### src/rtl/sc_spil_pkg.sv
// sc_spil_pkg: shared types and constants for the SPI Lite transaction arbiter.
package sc_spil_pkg;

    // Width of the grant-to-complete watchdog counter.
    localparam int SC_SPIL_TMO_W = 16;

    // Sequencer states; the timeout path shares the DONE slot.
    typedef enum logic [1:0] {
        ST_IDLE  = 2'd0,
        ST_START = 2'd1,
        ST_BUSY  = 2'd2,
        ST_DONE  = 2'd3
    } sc_spil_arb_state_e;

    // Payload captured from the winning requester at grant time.
    typedef struct packed {
        logic [4:0]  cssel;
        logic [8:0]  dwidth;
        logic [31:0] txdata;
        logic        lock;
    } sc_spil_arb_req_s;

endpackage

### src/rtl/sc_spil_rr_arb.sv
// sc_spil_rr_arb: combinational round-robin pick. Searches upward from
// i_ptr + 1 and wraps at NUM_OF_REQ-1 -> 0, so i_ptr itself has lowest priority.
module sc_spil_rr_arb #(
    parameter int NUM_OF_REQ = 4
) (
    input  logic [NUM_OF_REQ-1:0] i_req,
    input  logic [2:0]            i_ptr,
    output logic [NUM_OF_REQ-1:0] o_win_oh,
    output logic [2:0]            o_win_idx,
    output logic                  o_win_any
);

    logic w_hit;

    // Two passes: first the indices above the pointer, then the wrapped ones.
    always_comb begin
        o_win_any = 1'b0;
        o_win_idx = 3'd0;
        w_hit     = 1'b0;
        for (int i = 0; i < NUM_OF_REQ; i++) begin
            w_hit     = !o_win_any && i_req[i] && (i > int'(i_ptr));
            o_win_idx = w_hit ? 3'(i) : o_win_idx;
            o_win_any = o_win_any | w_hit;
        end
        for (int i = 0; i < NUM_OF_REQ; i++) begin
            w_hit     = !o_win_any && i_req[i] && (i <= int'(i_ptr));
            o_win_idx = w_hit ? 3'(i) : o_win_idx;
            o_win_any = o_win_any | w_hit;
        end
        o_win_oh = o_win_any ? (NUM_OF_REQ'(1) << o_win_idx) : '0;
    end

endmodule

### src/rtl/sc_spil_arb.sv
// sc_spil_arb: shares one SPI Lite core between NUM_OF_REQ requesters with
// round-robin arbitration, chip-select lock and one transaction in flight.
// Optional grant-to-complete watchdog: define SC_SPIL_ARB_TIMEOUT_EN.
module sc_spil_arb
    import sc_spil_pkg::*;
#(
    parameter int                       NUM_OF_REQ  = 4,
    parameter logic [SC_SPIL_TMO_W-1:0] TIMEOUT_CYC = 16'd65535
) (
    input  logic                      SYSCLK,
    input  logic                      SYSRSTB,
    input  logic [NUM_OF_REQ-1:0]     REQ,
    input  logic [NUM_OF_REQ-1:0]     LOCK,
    input  logic [5*NUM_OF_REQ-1:0]   REQ_CSSEL,
    input  logic [9*NUM_OF_REQ-1:0]   REQ_DWIDTH,
    input  logic [32*NUM_OF_REQ-1:0]  REQ_TXDATA,
    output logic [NUM_OF_REQ-1:0]     GNT,
    output logic [NUM_OF_REQ-1:0]     DONE,
    output logic [NUM_OF_REQ-1:0]     ERR,
    output logic [31:0]               RXDATA_OUT,
    output logic [2:0]                OWNER,
    output logic [4:0]                CSSEL,
    output logic                      CSEXTEND,
    output logic [8:0]                DWIDTH,
    output logic [31:0]               TXDATA,
    output logic                      TXSTART,
    input  logic                      SPIBUSY,
    input  logic                      SPICOMPLETE,
    input  logic [31:0]               RXDATA
);

    sc_spil_arb_state_e    r_state, w_state_nxt;
    sc_spil_arb_req_s      r_payload, w_payload_nxt, w_win_payload;
    logic [NUM_OF_REQ-1:0] r_gnt, r_done, r_err;
    logic [NUM_OF_REQ-1:0] w_gnt_nxt, w_done_nxt, w_err_nxt;
    logic                  r_txstart, w_txstart_nxt;
    logic [31:0]           r_rxdata, w_rxdata_nxt;
    logic                  r_lock, w_lock_nxt;
    logic [2:0]            r_owner, w_owner_nxt, r_ptr, w_ptr_nxt;
    logic [NUM_OF_REQ-1:0] w_elig, w_win_oh, w_owner_oh;
    logic [2:0]            w_win_idx;
    logic                  w_win_any;
    logic                  w_timeout;

    assign w_owner_oh = NUM_OF_REQ'(1) << r_owner;

    // While locked only the current owner may be granted again.
    always_comb begin
        if (r_lock) begin
            w_elig = REQ & w_owner_oh;
        end else begin
            w_elig = REQ;
        end
    end

    sc_spil_rr_arb #(
        .NUM_OF_REQ (NUM_OF_REQ)
    ) u_rr_arb (
        .i_req     (w_elig),
        .i_ptr     (r_ptr),
        .o_win_oh  (w_win_oh),
        .o_win_idx (w_win_idx),
        .o_win_any (w_win_any)
    );

    // One-hot select of the winner's payload fields.
    always_comb begin
        w_win_payload = '0;
        for (int i = 0; i < NUM_OF_REQ; i++) begin
            w_win_payload.cssel  = w_win_payload.cssel  | (REQ_CSSEL[i*5 +: 5]   & {5{w_win_oh[i]}});
            w_win_payload.dwidth = w_win_payload.dwidth | (REQ_DWIDTH[i*9 +: 9]  & {9{w_win_oh[i]}});
            w_win_payload.txdata = w_win_payload.txdata | (REQ_TXDATA[i*32 +: 32] & {32{w_win_oh[i]}});
            w_win_payload.lock   = w_win_payload.lock   | (LOCK[i] & w_win_oh[i]);
        end
    end

`ifdef SC_SPIL_ARB_TIMEOUT_EN
    logic [SC_SPIL_TMO_W-1:0] r_tmo_cnt;

    // Watchdog: held at zero in IDLE (so cleared on grant), counts in START/BUSY.
    always_ff @(posedge SYSCLK or negedge SYSRSTB) begin
        if (!SYSRSTB) begin
            r_tmo_cnt <= '0;
        end else if ((r_state == ST_START) || (r_state == ST_BUSY)) begin
            r_tmo_cnt <= r_tmo_cnt + 16'd1;
        end else begin
            r_tmo_cnt <= '0;
        end
    end

    assign w_timeout = ((r_state == ST_START) || (r_state == ST_BUSY)) &&
                       (r_tmo_cnt == (TIMEOUT_CYC - 16'd1));
`else
    logic w_unused_tmo;
    assign w_timeout    = 1'b0;
    assign w_unused_tmo = ^TIMEOUT_CYC;
`endif

    // State register.
    always_ff @(posedge SYSCLK or negedge SYSRSTB) begin
        if (!SYSRSTB) begin
            r_state <= ST_IDLE;
        end else begin
            r_state <= w_state_nxt;
        end
    end

    // Next-state logic; a completion always wins over a coincident timeout.
    always_comb begin
        w_state_nxt = r_state;
        case (r_state)
            ST_IDLE: begin
                if (w_win_any) w_state_nxt = ST_START;
                else           w_state_nxt = ST_IDLE;
            end
            ST_START: begin
                if (SPICOMPLETE || w_timeout) w_state_nxt = ST_DONE;
                else if (SPIBUSY)             w_state_nxt = ST_BUSY;
                else                          w_state_nxt = ST_START;
            end
            ST_BUSY: begin
                if (SPICOMPLETE || w_timeout) w_state_nxt = ST_DONE;
                else                          w_state_nxt = ST_BUSY;
            end
            ST_DONE: w_state_nxt = ST_IDLE;
            default: w_state_nxt = ST_IDLE;
        endcase
    end

    // Output / datapath next values; all outputs are registered from these.
    always_comb begin
        w_gnt_nxt     = '0;
        w_done_nxt    = '0;
        w_err_nxt     = '0;
        w_txstart_nxt = 1'b0;
        w_payload_nxt = r_payload;
        w_rxdata_nxt  = r_rxdata;
        w_lock_nxt    = r_lock;
        w_owner_nxt   = r_owner;
        w_ptr_nxt     = r_ptr;
        case (r_state)
            ST_IDLE: begin
                if (w_win_any) begin
                    w_gnt_nxt     = w_win_oh;
                    w_txstart_nxt = 1'b1;
                    w_payload_nxt = w_win_payload;
                    w_owner_nxt   = w_win_idx;
                    w_ptr_nxt     = w_win_idx;
                end else begin
                    w_txstart_nxt = 1'b0;
                end
            end
            ST_START, ST_BUSY: begin
                if (SPICOMPLETE) begin
                    w_done_nxt   = w_owner_oh;
                    w_rxdata_nxt = RXDATA;
                end else if (w_timeout) begin
                    // Abandon the transfer: drop CS extension so the lock clears.
                    w_err_nxt          = w_owner_oh;
                    w_payload_nxt.lock = 1'b0;
                end else begin
                    w_txstart_nxt = (r_state == ST_START) && !SPIBUSY;
                end
            end
            ST_DONE: w_lock_nxt = r_payload.lock;
            default: w_lock_nxt = 1'b0;
        endcase
    end

    // Registered outputs and arbitration bookkeeping.
    always_ff @(posedge SYSCLK or negedge SYSRSTB) begin
        if (!SYSRSTB) begin
            r_gnt     <= '0;
            r_done    <= '0;
            r_err     <= '0;
            r_txstart <= 1'b0;
            r_payload <= '0;
            r_rxdata  <= 32'd0;
            r_lock    <= 1'b0;
            r_owner   <= 3'd0;
            r_ptr     <= 3'(NUM_OF_REQ - 1);
        end else begin
            r_gnt     <= w_gnt_nxt;
            r_done    <= w_done_nxt;
            r_err     <= w_err_nxt;
            r_txstart <= w_txstart_nxt;
            r_payload <= w_payload_nxt;
            r_rxdata  <= w_rxdata_nxt;
            r_lock    <= w_lock_nxt;
            r_owner   <= w_owner_nxt;
            r_ptr     <= w_ptr_nxt;
        end
    end

    assign GNT        = r_gnt;
    assign DONE       = r_done;
    assign ERR        = r_err;
    assign TXSTART    = r_txstart;
    assign RXDATA_OUT = r_rxdata;
    assign OWNER      = r_owner;
    assign CSSEL      = r_payload.cssel;
    assign DWIDTH     = r_payload.dwidth;
    assign TXDATA     = r_payload.txdata;
    assign CSEXTEND   = r_payload.lock;

endmodule

### config.mk
export PLATFORM = sky130hd
export DESIGN_NAME = sc_spil_arb
export DESIGN_NICKNAME = d
export VERILOG_FILES = /design/src/rtl/sc_spil_pkg.sv /design/src/rtl/sc_spil_rr_arb.sv /design/src/rtl/sc_spil_arb.sv
export SDC_FILE = /design/constraint.sdc
export NUM_CORES = 1
export LEC_CHECK = 0
export CELL_PAD_IN_SITES_DETAIL_PLACEMENT = 0
export CELL_PAD_IN_SITES_GLOBAL_PLACEMENT = 1
export CORE_UTILIZATION = 29
export DETAILED_ROUTE_END_ITERATION = 6
export PLACE_DENSITY_LB_ADDON = 0.15
export SETUP_SLACK_MARGIN = 0.15
export SYNTH_ARGS = -nofsm -noshare
export SYNTH_HDL_FRONTEND = slang
export SYNTH_SLANG_ARGS = --single-unit
### constraint.sdc
create_clock -name SYSCLK -period 5.09 [get_ports SYSCLK]
set_clock_uncertainty 0.05 [all_clocks]
set_input_delay 1.527 -clock SYSCLK [delete_from_list [all_inputs] [get_ports SYSCLK]]
set_output_delay 1.527 -clock SYSCLK [all_outputs]
set_load 0.02 [all_outputs]
# Yosys cells after proc, flatten, opt, wreduce, memory -nomap -nowiden
# Cells that the tools add are included.
dict set report classes {
  order_cmp 6
  n_eq_ne 3
  bitwise_logic 35
  reduce_logical 24
  div_mod_pow 0
  n_mux 21
  shift 2
  n_addsub 0
  multipliers 0
}
# op count
set op_table {}
lappend op_table {{$and 32x32->32} 4}
lappend op_table {{$or 32x32->32} 3}
lappend op_table {{$and 9x9->9} 4}
lappend op_table {{$or 9x9->9} 3}
lappend op_table {{$mux 4} 6}
lappend op_table {{$and 5x5->5} 4}
lappend op_table {{$mux 3} 6}
lappend op_table {{$or 5x5->5} 3}
lappend op_table {{$logic_and 1x1->1} 13}
lappend op_table {{$or 1x1->1} 9}
lappend op_table {{$pmux 2 s4} 1}
lappend op_table {{$shl 1x3->4 const A} 2}
lappend op_table {{$logic_not 1->1} 7}
lappend op_table {{$gt 2x3->1 const A} 2}
lappend op_table {{$le 2x3->1 const A} 2}
lappend op_table {{$mux 1} 5}
lappend op_table {{$and 1x1->1} 4}
lappend op_table {{$and 4x4->4} 1}
lappend op_table {{$eq 2x2->1 const B} 2}
lappend op_table {{$mux 2} 2}
lappend op_table {{$reduce_and 2->1} 2}
lappend op_table {{$gt 1x3->1 const A} 1}
lappend op_table {{$le 1x3->1 const A} 1}
lappend op_table {{$eq 2x1->1 const B} 1}
lappend op_table {{3 further kinds} 3}
dict set report totals {
  in_bits 228
  n_memories 0
  ram_bits 0
  romBits 0
  latchBits 0
  regBits 97
  out_inout_bits 95
  wordCells 103
}

# Logic depth before layout (Yosys ltp)
dict set report logic_depth {
  word_depth 33
  depth_mapped 8
  depth_no_buf 5
}

# Modules after synthesis
# Synthesis repeated with hierarchy kept, for this count alone.
dict set report hier_totals {
  cells_unflattened 440
  area_unflattened_um2 4809.6
}
# mod instances area_per_inst_um2 seq_area_each_um2 cells_per_inst
set by_module_without_submodules {}
lappend by_module_without_submodules {sc_spil_arb 1 4586.9 2404.8 403}
lappend by_module_without_submodules {sc_spil_rr_arb 1 222.7 0.0 37}

# Worst setup path after synthesis
# Ideal clock, no wire load.
dict set report synth_timing {
  path_kind {input to register}
  start {in REQ[3]}
  end {reg r_gnt[2], in the netlist GNT[2]}
  path_stages 6
  arrival_time_ns 2.669
  slack_ns 2.251
  required_ns 4.920
  setup_ns 0.120
  cell_sequence {o21bai_1 o22ai_4 a211o_1 buf_4 buf_4 and3_1}
}
dict set report synth_via {
  elab_chain_cells 24
  elab_cells_between_ends 29
  cone_classes {shift (1); mux (9); bitwise (6); reduce/logical (13)}
}
# element line_no
set synth_lines {}
lappend synth_lines {{start, declared} sc_spil_arb.sv:12} ;# input logic [NUM_OF_REQ-1:0] REQ,
lappend synth_lines {{$and 4x4->4} sc_spil_arb.sv:50} ;# w_elig = REQ & w_owner_oh;
lappend synth_lines {{$mux 4 (*)} sc_spil_arb.sv:49} ;# if (r_lock) begin
lappend synth_lines {{$logic_and 1x1->1 (2 in series)} sc_spil_rr_arb.sv:21} ;# w_hit = !o_win_any && i_req[i] && (i > int'(i_ptr));
lappend synth_lines {{$or 1x1->1} sc_spil_rr_arb.sv:23} ;# o_win_any = o_win_any | w_hit;
lappend synth_lines {{$logic_not 1->1} sc_spil_rr_arb.sv:26} ;# w_hit = !o_win_any && i_req[i] && (i <= int'(i_ptr));
lappend synth_lines {{$logic_and 1x1->1} sc_spil_rr_arb.sv:26}
lappend synth_lines {{$or 1x1->1} sc_spil_rr_arb.sv:28} ;# o_win_any = o_win_any | w_hit;
lappend synth_lines {{$logic_not 1->1} sc_spil_rr_arb.sv:26}
lappend synth_lines {{[... 7 more ...]} -}
lappend synth_lines {{$logic_not 1->1} sc_spil_rr_arb.sv:26}
lappend synth_lines {{$logic_and 1x1->1 (2 in series)} sc_spil_rr_arb.sv:26}
lappend synth_lines {{$mux 3} sc_spil_rr_arb.sv:27} ;# o_win_idx = w_hit ? 3'(i) : o_win_idx;
lappend synth_lines {{$shl 1x3->4} sc_spil_rr_arb.sv:30} ;# o_win_oh = o_win_any ? (NUM_OF_REQ'(1) << o_win_idx) : '0;
lappend synth_lines {{$mux 4} sc_spil_rr_arb.sv:30}
lappend synth_lines {{$mux 4 (*)} sc_spil_arb.sv:143} ;# if (w_win_any) begin
lappend synth_lines {{$mux 4 (*)} sc_spil_arb.sv:141} ;# case (r_state)
lappend synth_lines {{via w_gnt_nxt[2]} sc_spil_arb.sv:35} ;# logic [NUM_OF_REQ-1:0] w_gnt_nxt, w_done_nxt, w_err_nxt;
lappend synth_lines {{end signal, assigned} sc_spil_arb.sv:183} ;# r_gnt <= w_gnt_nxt;
lappend synth_lines {{end, declared} sc_spil_arb.sv:34} ;# logic [NUM_OF_REQ-1:0] r_gnt, r_done, r_err;
# The timed path passes the listed nets; every way through them passes the cells marked *.
# A chain may end at the register's enable or synchronous reset.

# Worst setup path in the final report
dict set report layout_timing {
  start {in REQ[3]}
  end {reg r_payload (netlist bit TXDATA[5])}
}
dict set report layout_via {
  elab_chain_cells 26
  elab_cells_between_ends 35
  cone_classes {shift (1); mux (7); bitwise (13); reduce/logical (14)}
}
# element line_no
set layout_lines {}
lappend layout_lines {{$and 4x4->4} sc_spil_arb.sv:50}
lappend layout_lines {{$mux 4 (*)} sc_spil_arb.sv:49}
lappend layout_lines {{$logic_and 1x1->1 (2 in series)} sc_spil_rr_arb.sv:21}
lappend layout_lines {{$or 1x1->1} sc_spil_rr_arb.sv:23}
lappend layout_lines {{$logic_not 1->1} sc_spil_rr_arb.sv:26}
lappend layout_lines {{$logic_and 1x1->1} sc_spil_rr_arb.sv:26}
lappend layout_lines {{$or 1x1->1} sc_spil_rr_arb.sv:28}
lappend layout_lines {{$logic_not 1->1} sc_spil_rr_arb.sv:26}
lappend layout_lines {{[... 6 more ...]} -}
lappend layout_lines {{$or 1x1->1} sc_spil_rr_arb.sv:28}
lappend layout_lines {{$logic_not 1->1} sc_spil_rr_arb.sv:26}
lappend layout_lines {{$logic_and 1x1->1 (2 in series)} sc_spil_rr_arb.sv:26}
lappend layout_lines {{$mux 3} sc_spil_rr_arb.sv:27}
lappend layout_lines {{$shl 1x3->4} sc_spil_rr_arb.sv:30}
lappend layout_lines {{$mux 4} sc_spil_rr_arb.sv:30}
lappend layout_lines {{$and 32x32->32} sc_spil_arb.sv:72} ;# w_win_payload.txdata = w_win_payload.txdata | (REQ_TXDATA[i*32 +: 32] & {32{w_win_oh[i]}});
lappend layout_lines {{$or 32x32->32 (3 in series)} sc_spil_arb.sv:72}
lappend layout_lines {{end signal, assigned} sc_spil_arb.sv:187} ;# r_payload <= w_payload_nxt;
lappend layout_lines {{end, declared} sc_spil_arb.sv:33} ;# sc_spil_arb_req_s r_payload, w_payload_nxt, w_win_payload;
# Every way passes the cells marked *; elsewhere a longest branch is shown, timed or not.

==> impl_metrics.tcl <==
set metrics [dict create \
    run_status "complete, no violations" \
    synth_area_per_cell_um2 10.5 \
    wirelength_mm 20.3 \
    worstSkewPairLatency_ps 350 \
    die_y_um 137 \
    synth_edf_count 0 \
    synth_area_leader_cell "dfrtp_1" \
    cts_post_setup_buffers_inserted 0 \
    synth_cell_types 51 \
    placed_cells 1006 \
    setup-violations-final 0 \
    multi_input_area_um2 2550 \
    first_global_vias 5453 \
    fp.coreArea_um2 17500 \
    ys_warn_count 0 \
    fp.dieW_um 137 \
    firstDrtPassIters 4 \
    pre_cts_ws_ps 854 \
    layout-drive-gt1-share_pct 13.8 \
    path_max_fanout 30 \
    drv_slew 0 \
    cp-start-kind "input pin" \
    cts-resized-gates 0 \
    drt_iter0_drc 284 \
    fin_area_um2 8800 \
    worst_slew_pin_slew_ps 1090 \
    worstRegToRegCells 6 \
    root_buffer "clkbuf_16" \
    cp.required_ps 5300 \
    fill_cells 1592 \
    cts_hold_buffers 0 \
    timing.rr.end "TXDATA[5]" \
    hpwl_mm 14.9 \
    register_area_um2 2380 \
    grt_pass1_wl_mm 30.3 \
    htreeDepth 3 \
    synth_top_flop_cell "dfrtp_1" \
    endpoint_kind "flip-flop" \
    cts_tree "built" \
    synth_async_sr_flop_share_pct 100 \
    power.density_nw_per_um2 635 \
    hold_viol 0 \
    synthCells 501 \
    post_drt_wl_per_cell_um 19.9 \
    instances_no_fill 1022 \
    min_path_cells 1 \
    r2r_slack_ps 2240 \
    routabilityCongestion 0.874 \
    cts_buffers 9 \
    utilization_pct 50.4 \
    io_buffers 317 \
    vias 5316 \
    die_area_um2 18700 \
    area_growth_pct 67.4 \
    finalNetCount 1025 \
    io_pins 323 \
    start_util_pct 30.1 \
    diodes 0 \
    clk_pin_slew_ps 70 \
    path_class "in -> reg" \
    drt-vias-per-instance 5.20 \
    synth_top_area_share_pct 44.3 \
    row_count 48 \
    rsz0062_at_grt "no" \
    synth_area_leaders "dfrtp_1, a221oi_2, mux2_2" \
    track_usage_pct 21.6 \
    p_leak_nw 3.40 \
    ys_seq_elements 95 \
    antenna_found_initial 0 \
    synth_common_cells "dfrtp_1, nor2_1, nand2_1" \
    clock-sinks 95 \
    yosysMostFrequentCell "dfrtp_1" \
    peakVddDrop_v 0.000347 \
    ant_nets 0 \
    timing.final.crit_share_pct 75.9 \
    overflow 0 \
    hp-start "RXDATA_OUT[31]" \
    syn_area_um2 5260 \
    slew-limit-headroom_pct 27.2 \
    post_dp_cell_area_um2 8490 \
    holdPathEnd "RXDATA_OUT[31]" \
    grt_max_degree 73 \
    drc 0 \
    fin_ws_ps 1230 \
    fmax_mhz 259 \
    min_period_ps 3860 \
    arrival_ps 4080 \
    cts_max_path_buffers 2 \
    seq_area_frac_synth_pct 45.3 \
    fin_setup_tns_ps 0 \
    reg2reg_from "OWNER[0]" \
    cap_viol_max_count 0 \
    hp-class "reg -> reg" \
]
[worst max-delay path, cell delays in order]
cell,delay (ps)
clkdlybuf4s50_1,550
o21bai_1,320
o22ai_4,140
o31ai_4,790
buf_4,480
nand2_1,100
a31oi_1,160
[power breakdown]
group          internal (W)  leakage [nW]  switching, W
clock              0.000363         0.152      0.000337
sequential          0.00115          1.12      0.000260
combinational       0.00152          2.13       0.00195
[routing by layer]
layer  GRT usage, %  part of all wire (%)
met2           37.6                    49
met3           5.15                   8.5
met4           9.44                   3.2
met5              0                     0
met1           25.1                    39
[sequential cells by signal, summed over array words and instances, names as in the netlist, named ones only]
register and count:
RXDATA_OUT 32, TXDATA 32, DWIDTH 9, CSSEL 5, DONE 4, GNT 4, OWNER 2, r_ptr 2
CSEXTEND 1, TXSTART 1, r_lock 1, r_state 1
[layout make-up]
type                       count  share of cell area (%)
clock buffer                  10                    2.72
clock inverter                 6                   0.768
inverter                       6                   0.256
multi-input combinational    351                    29.0
sequential                    95                    27.0
tap                          225                    3.20
timing repair buffer         329                    37.1
[how the worst max path moves through the flow]
| stage | from | end | slack (ps) |
|---|---|---|---|
| after floorplan | REQ[3] | GNT[2] | 2250 |
| after global placement | REQ[3] | TXDATA[24] | 910 |
| after detailed placement | REQ[3] | TXDATA[5] | 850 |
| after CTS | REQ[3] | TXDATA[5] | 1220 |
| after global routing | REQ[3] | TXDATA[27] | 1060 |
| final | REQ[3] | TXDATA[5] | 1230 |
[through the flow]
| step | power (W) | hold slack [ps] |
|---|---|---|
| global placement | 0.00486 | 437 |
| global route | 0.00593 | 471 |
| detailed placement | 0.00492 | 442 |
| finish | 0.00558 | 458 |
| CTS | 0.00564 | 459 |
| floorplan | 0.00354 | 454 |
[layout by cell type (no fill, tap or decap), drive strengths merged, types with 11 or more instances in the layout]
master and n:
clkdlybuf4s50 316, mux2 32, buf 13, a31oi 47
a221oi 47, nor2 54, nand2 52, inv 11
dfrtp 93, nand4 47
[cells by family (layout without fill, tap and decap cells)]
group	after synthesis	after routing	share of synthesized area (%)
simple gates	176	176	15.9
compound gates	131	131	22.9
flops	95	95	45.3
buf+inv	59	351	7.16
mux	34	34	7.47
fa+ha+maj	5	5	1.19
other cells	1	5	0.0713
Note: power is estimated with default switching activity, not from simulation.
